## src/rtl/acq_sequencer.sv

```systemverilog
// ADC acquisition sequencer: CNV strobe, conversion wait, SPI start handshake, sample counting.
// Optional ACQ_OVERRUN_COUNT_EN adds a saturating 16-bit count of rejected triggers.
module acq_sequencer #(
  parameter int CNT_WIDTH  = 32,
  parameter int WAIT_WIDTH = 16
) (
  input  logic                  clk,
  input  logic                  resetn,
  input  logic                  enable,
  input  logic [CNT_WIDTH-1:0]  num_samples,
  input  logic [7:0]            cnv_high,
  input  logic [WAIT_WIDTH-1:0] conv_wait,
  input  logic                  trigger,
  output logic                  cnv,
  output logic                  spi_start_valid,
  input  logic                  spi_start_ready,
  input  logic                  spi_done,
  output logic                  busy,
  output logic                  done,
  output logic [CNT_WIDTH-1:0]  sample_count,
`ifdef ACQ_OVERRUN_COUNT_EN
  output logic [15:0]           overrun_count,
`endif
  output logic                  overrun
);

  // state   | meaning
  // IDLE    | waiting for trigger; clears counters while enable is low
  // CNV     | converter strobe high for max(cnv_high,1) cycles
  // WAIT    | conversion time countdown
  // START   | SPI start request pending handshake
  // XFER    | SPI transfer in progress, waiting for spi_done
  // STOPPED | programmed sample total reached; waits for enable low
  typedef enum logic [2:0] {
    S_IDLE, S_CNV, S_WAIT, S_START, S_XFER, S_STOPPED
  } state_t;

  localparam int TW = (WAIT_WIDTH > 8) ? WAIT_WIDTH : 8;

  state_t                state;
  logic [TW-1:0]         timer;
  logic [WAIT_WIDTH-1:0] wait_lat;
  logic [CNT_WIDTH-1:0]  num_lat;
  logic [TW-1:0]         cnv_load;
  logic [CNT_WIDTH-1:0]  count_inc;
  logic                  in_flight;

  always_comb begin
    cnv_load  = (cnv_high == 8'd0) ? '0 : TW'(cnv_high - 8'd1);
    count_inc = (&sample_count) ? sample_count : sample_count + CNT_WIDTH'(1);
    in_flight = (state == S_CNV) || (state == S_WAIT) ||
                (state == S_START) || (state == S_XFER);
  end

  always_ff @(posedge clk or negedge resetn) begin
    if (!resetn) begin
      state           <= S_IDLE;
      timer           <= '0;
      wait_lat        <= '0;
      num_lat         <= '0;
      cnv             <= 1'b0;
      spi_start_valid <= 1'b0;
      busy            <= 1'b0;
      done            <= 1'b0;
      sample_count    <= '0;
      overrun         <= 1'b0;
`ifdef ACQ_OVERRUN_COUNT_EN
      overrun_count   <= '0;
`endif
    end else begin
      done <= 1'b0;
      if (trigger && in_flight) begin
        overrun <= 1'b1;
`ifdef ACQ_OVERRUN_COUNT_EN
        if (overrun_count != 16'hFFFF) overrun_count <= overrun_count + 16'd1;
`endif
      end
      case (state)
        S_IDLE: begin
          if (!enable) begin
            sample_count  <= '0;
            overrun       <= 1'b0;
`ifdef ACQ_OVERRUN_COUNT_EN
            overrun_count <= '0;
`endif
          end else if (trigger) begin
            state    <= S_CNV;
            cnv      <= 1'b1;
            busy     <= 1'b1;
            timer    <= cnv_load;
            wait_lat <= conv_wait;
            num_lat  <= num_samples;
          end
        end
        S_CNV: begin
          if (timer == '0) begin
            cnv <= 1'b0;
            if (wait_lat != '0) begin
              state <= S_WAIT;
              timer <= TW'(wait_lat - WAIT_WIDTH'(1));
            end else begin
              state           <= S_START;
              spi_start_valid <= 1'b1;
            end
          end else begin
            timer <= timer - TW'(1);
          end
        end
        S_WAIT: begin
          if (timer == '0) begin
            state           <= S_START;
            spi_start_valid <= 1'b1;
          end else begin
            timer <= timer - TW'(1);
          end
        end
        S_START: begin
          if (spi_start_ready) begin
            state           <= S_XFER;
            spi_start_valid <= 1'b0;
          end
        end
        S_XFER: begin
          if (spi_done) begin
            sample_count <= count_inc;
            busy         <= 1'b0;
            // A run aborted by enable going low ends in IDLE without a done pulse
            if (enable && (num_lat != '0) && (count_inc == num_lat)) begin
              state <= S_STOPPED;
              done  <= 1'b1;
            end else begin
              state <= S_IDLE;
            end
          end
        end
        S_STOPPED: begin
          if (!enable) state <= S_IDLE;
        end
        default: state <= S_IDLE;
      endcase
    end
  end

endmodule

```

## config.mk

```make
export PLATFORM = sky130hd
export DESIGN_NAME = acq_sequencer
export DESIGN_NICKNAME = d
export VERILOG_FILES = /design/src/rtl/acq_sequencer.sv
export SDC_FILE = /design/constraint.sdc
export NUM_CORES = 1
export LEC_CHECK = 0
export ABC_AREA = 1
export CAP_MARGIN = 20
export CORE_ASPECT_RATIO = 1.25
export CORE_MARGIN = 4
export CORE_UTILIZATION = 37
export DETAILED_ROUTE_END_ITERATION = 8
export PLACE_DENSITY = 0.62
export SLEW_MARGIN = 20
export SYNTH_ARGS = -nofsm -noshare
export SYNTH_HDL_FRONTEND = slang
export SYNTH_SLANG_ARGS = --single-unit
```

## constraint.sdc

```tcl
create_clock -name clk -period 7.1 [get_ports clk]
set_clock_uncertainty 0.15 [all_clocks]
set_input_delay 1.065 -clock clk [delete_from_list [all_inputs] [get_ports clk]]
set_output_delay 1.065 -clock clk [all_outputs]
set_load 0.01 [all_outputs]
```

-- Yosys cells after proc, flatten, opt, wreduce, memory -nomap -nowiden
Index checks and enable logic that the tools add are counted.
- output and inout port bits: 37
- input port bits: 62
- word-level logic and storage cells: 92
- register bits after elaboration: 104
- mux-type cells: 38
- equal/unequal tests: 17
- reduce and logical (&&, ||, !) cells: 23
- add/subtract/negate cells: 4
- operators with widths (kind ; number):
    $mux W16 ; 6
    $mux W32 ; 3
    $pmux W32 S2 ; 1
    $pmux W16 S3 ; 1
    $add A32 B1 Y32 const B ; 1
    $eq A32 B32 Y1 ; 1
    $reduce_and A32 Y1 ; 1
    $reduce_bool A32 Y1 ; 1
    $sub A16 B1 Y16 const B ; 2
    $mux W3 ; 8
    $pmux W3 S6 ; 1
    $logic_not A16 Y1 ; 1
    $ne A2 B2 Y1 const B ; 8
    $reduce_bool A16 Y1 ; 1
    $mux W1 ; 15
    $reduce_and A5 Y1 ; 2
    $sub A8 B1 Y9 const B ; 1
    $logic_not A8 Y1 ; 1
    $reduce_and A4 Y1 ; 2
    $reduce_and A7 Y1 ; 1
    $eq A3 B2 Y1 const B ; 2
    $eq A3 B3 Y1 const B ; 2
    $reduce_and A3 Y1 ; 2
    $reduce_bool A3 Y1 ; 2
    9 further kinds ; 16

-- Depth between registers and ports, before layout
Gate-level depths: netlist of the first run.
- depth in word-level cells: 8
- depth in mapped cells: 20

-- Least setup slack after synthesis of the first run
Ideal clock, no wire load.
- path kind: input to register
- from: input cnv_high[0]
- to: register timer[3]
- stages: 9
- slack: 4747 ps
- data arrival time: 2120 ps
- buffers on the path: 0
- cell sequence: inv_1 > ha_1 > nand3_1 > nor3_1 > nor2_1 > inv_1 > a21oi_1 > nor2_1 > o21ai_0
- cells in the longest elaborated chain, start to end: 5
- elaborated cells between the ends (all ways): 6
- classes of those cells: 1 x add/sub; 4 x mux; 1 x reduce/logical
- RTL lines (element ; RTL line ; RTL):
    start, declared ; 11 ; input logic [7:0] cnv_high,
    $sub A8 B1 Y9 or $logic_not A8 Y1 (tied branches) ; 49 ; cnv_load = (cnv_high == 8'd0) ? '0 : TW'(cnv_high - 8'd1);
    $mux W16 (*) ; 49 ;
    $mux W16 (*) ; 86 ; end else if (trigger) begin
    $mux W16 (*) ; 80 ; if (!enable) begin
    $pmux W16 S3 (*) ; 78 ; case (state)
    end signal, assigned ; 90 ; timer <= cnv_load;
    end signal, assigned ; 100 ; timer <= TW'(wait_lat - WAIT_WIDTH'(1));
    end signal, assigned ; 106 ; timer <= timer - TW'(1);
    end, declared ; 41 ; logic [TW-1:0] timer;
Mark *: on every way between the ends. The rest lies on a longest branch, timed or not. The select of a mux whose other input is x is not followed.
A chain may end at the register's enable or synchronous reset.

-- Worst setup path after layout of the first run
- from: input spi_done
- to: register sample_count[21]
- cells in the longest elaborated chain, start to end: 2
- RTL lines (element ; RTL line ; RTL):
    start, declared ; 17 ; input logic spi_done,
    $ne A2 B2 Y1 (no line) ; - ;
    $reduce_and A3 Y1 (no line) ; - ;
    end signal, assigned ; 125 ; sample_count <= count_inc;
    end, declared ; 20 ; output logic [CNT_WIDTH-1:0] sample_count,
No other way between the ends.

==> impl_metrics.tcl, run 1 <==
set metrics [dict create \
    status "complete, no violations" \
    core_sq_um 17600 \
    cap_violations 0 \
    slew_viol_final 0 \
    grt_max_degree 72 \
    placementRows 54 \
    yosysWarnings 0 \
    drt_iter0_markers 555 \
    clk_pin_slew_worst_paths_ns 0.07 \
    cpMostUsedCell "nand2_1" \
    regArea_sq_um 2600 \
    dp_cells 1304 \
    crit_buf_inv 2 \
    crit_path_start_kind "primary input" \
    path_depth 5 \
    critPathTopFamily "simple AND/OR/NAND/NOR gates" \
    chipHeight_microns 158 \
    root_buffer "clkbuf_16" \
    synth_area_sq_um 6690 \
    synthMuxAreaShare 0 \
    leakagePower_nw 3.70 \
    nFillCells 1832 \
    r2r_cells 19 \
    crit_path_end_kind "flop" \
    fin_crit_ns 3.25 \
    antenna_left 0 \
    synth_top_family_by_area "simple AND/OR/NAND/NOR gates" \
    min-delay-start "spi_start_valid" \
    r2r-start "sample_count[0]" \
    synth-simple-area-share 0.370 \
    first_pass_iters 5 \
    yosys.area_share.adder 0.00748 \
    viasPerCell 5.18 \
    htree_num_levels 3 \
    syn_inst 1003 \
    cp_slowest_stage_delay_ns 0.84 \
    grt_pass1_wl_microns 34300 \
    arrival_ns 3.29 \
    yosys_register_bits 104 \
    power_density_nw_per_um2 312 \
    worstSkewPairLatency_ns 0.36 \
    whs_path_depth 2 \
    fp.dieW_microns 128 \
    tightest_slew_ns 0.943 \
    cts_resized 0 \
    cp_cell_sequence "clkdlybuf4s50_1, buf_4, nand2_1, nand2_1, o21ai_0" \
    grt-ovfl-total 0 \
    grt_use_total 0.217 \
    cp_data_required_time_ns 7.14 \
    synth_compound_area_frac 0.105 \
    fin_crit_sh 0.458 \
    final_util 0.465 \
    drc 0 \
    numCtsBuffers 9 \
    grt_pass1_vias 6642 \
    syn_nets 1069 \
    io_buffer_count 98 \
    postCtsSetupBuffers 0 \
    maxSlewHeadroom 0.372 \
    worst_hold_path_type "flop to flop" \
    yosys.area.top_type "dfrtp_1" \
    ys_seq_area_frac 0.389 \
    hpwlAfterDp_microns 17000 \
    synth.distinct_cells 34 \
    final_common_cell "nand2_1" \
    synth_xor_area_frac 0.0458 \
    final_cell_mix "nand2_1 (331), nor2_1 (116), inv_1 (111)" \
    finalNetCount 1157 \
    criticalPathCategory "primary input to flop" \
    rsz0062_at_grt "false" \
    avgSynthCellArea_sq_um 6.67 \
    hold_violations 0 \
    cts_sinks 104 \
    num_antenna_cells 0 \
    tritoncts "done" \
    synth_area_leaders "dfrtp_1 (39%), nand2_1 (19%), nand3_1 (7.6%), nor2_1 (6.6%), o21ai_0 (6.4%)" \
    fmax_mhz 308 \
    multi_input_comb_area_sq_um 3550 \
    gp_congestion 0.942 \
    critPathMaxFanout 26 \
    io_pins 99 \
    clk_path_buf_depth 2 \
    cp-startpoint "spi_done" \
    tns_ns 0 \
    vias 6834 \
    max-vdd-ir-drop_mv 0.147 \
    final_cells 1320 \
    drive_above_1_share 0.0365 \
    synth_top_area_frac 0.389 \
    critPathSlowestCell "nand2_1" \
    avgRoutedWirePerCell_microns 16.4 \
    start_util 0.379 \
    synthToLayoutAreaGrowth_pct 22.6 \
    power.total_mw 2.56 \
    cts_hold_buf 0 \
    design.die.area_sq_um 20300 \
    antenna_found_initial 0 \
    wl_microns 21700 \
    setup_viol 0 \
]
per-layer routing:
metal,track usage,share of wire,vias up
met1,0.263,0.41,3157
met5,0,0,-
met3,0.0336,0.057,43
met2,0.381,0.50,237
met4,0.0905,0.036,0
li1,-,-,3397
power by group:
| group | internal, mW | switching (mW) | total (mW) |
|---|---|---|---|
| registers | 0.778 | 0.152 | 0.931 |
| logic | 0.365 | 0.703 | 1.07 |
| clock network | 0.321 | 0.241 | 0.562 |
worst paths after layout:
path / endpoint / slack [ns]
max: sample_count[21] / 3.85
max reg2reg: state[2] / 3.98
max in group asynchronous: wait_lat[10] / 4.98
min: spi_start_valid / 0.34
min in group asynchronous: sample_count[4] / 0.51
min reg2reg: spi_start_valid / 0.34
flip-flops by register name (all words and copies together), names as in the netlist, 3 cells and up:
| register | cells |
|---|---|
| sample_count | 32 |
| timer | 16 |
| wait_lat | 16 |
| state | 3 |
| num_lat | 32 |
cells in the mapped netlist, drive strengths merged:
cell type	n
nand3b	4
o22a	1
nor2	125
xor2	28
buf	8
ha	4
o211ai	4
nand4	11
o21ai	89
nand2	334
a21oi	6
inv	116
or2	1
a32o	1
o21a	1
dfrtp	104
a22oi	6
nor4	2
o31ai	1
clkbuf	17
xnor2	7
o22ai	19
nor3	13
nand3	101
through the flow:
step / hold WS (ns) / setup slack (ns) / instance area, sq um
5_1_grt: 0.387 / 3.61 / 8200
3_5_place_dp: 0.335 / 3.52 / 7870
4_1_cts: 0.353 / 3.89 / 8200
3_3_place_gp: 0.330 / 3.57 / 7870
6_report: 0.342 / 3.85 / 8200
2_1_floorplan: 0.327 / 4.75 / 6690
area by class of cell:
type | count | area share
multi-input combinational | 758 | 0.432
sequential | 104 | 0.317
tap | 224 | 0.0342
timing repair buffer | 102 | 0.123
inverter | 116 | 0.0531
clock buffer | 10 | 0.0291
clock inverter | 6 | 0.0111
cells by family (layout without fill, tap and decap cells):
logic type	Yosys count	in the layout
AO/OA/AOI/OAI	128	128
XOR/XNOR	35	35
adder cells (fa/ha/maj)	4	4
buffers and inverters	141	234
flip-flops	104	104
AND/OR/NAND/NOR	591	591
tightest hold or removal path, cell delays in order (launching register included):
cell	delay, ns
dfrtp_1	0.35
nand2_1	0.05
o21ai_0	0.05
Power figures use the tool's default switching activity.
==> run 2: changes to the inputs <==
==> constraint.sdc (replaced) <==
create_clock -name clk -period 3.2 [get_ports clk]
set_clock_uncertainty 0.15 [all_clocks]
set_input_delay 0.48 -clock clk [delete_from_list [all_inputs] [get_ports clk]]
set_output_delay 0.48 -clock clk [all_outputs]
set_load 0.01 [all_outputs]
==> run 2 against run 1 <==
  * The flow now finishes with violations (negative hold slack)
  * Wire length is 4.3% higher
  * Utilization is 0.11 points higher
  * Global-route usage is 1.0 points higher
  * Clock-buffer cell count is 1 higher
  * Sequential cell count stayed put
  * Critical path type is now flop to flop
  * Critical endpoint is now state[0]
  * Highest routed layer unchanged
==> impl_metrics.tcl, run 2 (synthesis gave the netlist of run 1 again) <==
set metrics [dict create \
    status "finished, violations left" \
    violations "negative hold slack" \
    avgRoutedWirePerCell_microns 17.0 \
    p_sw_mw 2.47 \
    critPathMaxFanout 42 \
    num_antenna_cells 0 \
    drc 0 \
    start_util 0.379 \
    drt-met1-wl_microns 9110 \
    worst_slack_ns 0.282 \
    fp.dieW_microns 128 \
    grt_pass1_vias 6720 \
    wl_microns 22600 \
    final_common_cell "nand2_1" \
    p_int_mw 3.12 \
    clk_pin_slew_worst_paths_ns 0.08 \
    dp_slack_ns 0.350 \
    grt_use_total 0.226 \
    final_cells 1327 \
    cts_hold_buf 0 \
    hpwlAfterDp_microns 17900 \
    power_density_nw_per_um2 679 \
    numCtsBuffers 9 \
    placementRows 54 \
    fin_crit_sh 0.912 \
    cts_sinks 104 \
    first_pass_iters 5 \
    chipHeight_microns 158 \
    nFillCells 1851 \
    tritoncts "done" \
    cp_data_required_time_ns 3.35 \
    design_area_sq_um 8220 \
    finalNetCount 1164 \
    worstSkewPairLatency_ns 0.37 \
    antenna_left 0 \
    comb_power_share 0.436 \
    grt-ovfl-total 0 \
    worst_hold_path_type "primary input to async pin" \
    viasPerCell 5.18 \
    p_clk_frac 0.193 \
    core_sq_um 17600 \
    cap_violations 0 \
    final_cell_mix "nand2_1 (331), nor2_1 (116), inv_1 (111)" \
    met3_length_microns 1110 \
    cts_resized 0 \
    power.total_mw 5.58 \
    arrival_ns 3.07 \
    postCtsSetupBuffers 0 \
    drt_iter0_markers 603 \
    grt_max_degree 73 \
    dp_cells 1311 \
    synthToLayoutAreaGrowth_pct 22.9 \
    biggestRegsByFlops "num_lat x32, sample_count x32" \
    clk_path_buf_depth 2 \
    io_pins 99 \
    route.met2.wl_microns 11300 \
    swShare 0.441 \
    gp_congestion 0.933 \
    rsz0062_at_grt "false" \
    max-vdd-ir-drop_mv 0.322 \
    whs_ns -0.00716 \
    vias 6872 \
    tns_ns 0 \
    final_util 0.466 \
    fin_crit_ns 2.92 \
    maxUsedRoutingLayer "met4" \
    tightest_slew_ns 0.734 \
    hold_violations 2 \
    drive_above_1_share 0.0408 \
    design.die.area_sq_um 20300 \
    crit_path_end_kind "flop" \
    grt_pass1_wl_microns 35200 \
    slew_viol_final 0 \
    fmax_mhz 343 \
    criticalPathCategory "flop to flop" \
    maxSlewHeadroom 0.510 \
    crit_path_start_kind "flop" \
    io_buffer_count 98 \
    p_seq_frac 0.371 \
    setup_viol 0 \
    antenna_found_initial 0 \
    leakagePower_nw 3.71 \
    htree_num_levels 3 \
    root_buffer "clkbuf_16" \
    dpl_cell_area_sq_um 7950 \
]
## run 2: cell types whose count changed in the layout (fill, tap and decap cells not counted)
cell        previous run  this run
buf_12                 0         2
clkbuf_8               1         0
buf_4                  5        10
bufinv_16              2         0
clkinv_4               2         1
clkinvlp_4             0         1
inv_6                  1         2
clkbuf_1               0         2
## run 2: path summary, 6_finish.rpt
kind                                  from          endpoint  slack (ns)  cells after the start
setup / recovery           sample_count[0]          state[0]        0.28                     17
hold / removal                      resetn  sample_count[19]      -0.007                      1
setup reg to reg           sample_count[0]          state[0]        0.28                     17
hold reg to reg                    overrun           overrun        0.33                      2
max in group asynchronous           resetn  sample_count[23]        2.13                      2
min in group clk                   overrun           overrun        0.33                      2
## run 2: worst max-delay path, stage by stage (launching register included)
cell	delay, ns
dfrtp_1	0.47
ha_1	0.31
nand2_1	0.14
nor2_4	0.15
nand2_4	0.10
nor2_8	0.18
nand2_4	0.27
nand2_1	0.21
inv_2	0.05
nand2_1	0.05
nand4_1	0.10
nor2_1	0.18
nand3_1	0.09
nor2_1	0.12
nand2_1	0.11
nand2_1	0.07
nand2_1	0.04
nand2_1	0.05
## run 2: metal layers
metal / vias up / GRT usage
li1: 3422 / -
met1: 3161 / 0.270
met2: 237 / 0.401
met3: 52 / 0.0326
met4: 0 / 0.106
met5: - / 0
## run 2: cell type report
class                   instances  area (sq um)  share of cell area
clock buffers                  11           233              0.0283
inverters                     116           435              0.0530
multi-input cells             758          3550               0.431
clock inverters                 5          38.8             0.00472
repair buffers                109          1090               0.132
flip-flops and latches        104          2600               0.317
well taps                     224           280              0.0341
## run 2: power by group through the flow
stage | Sequential (mW) | Combinational, mW | Clock, mW
after CTS | 2.07 | 2.46 | 1.11
after global placement | 2.10 | 2.43 | 0
after detailed placement | 2.10 | 2.44 | 0
after floorplan | 1.99 | 1.65 | 0
after global routing | 2.13 | 2.75 | 1.16
final | 2.07 | 2.43 | 1.08
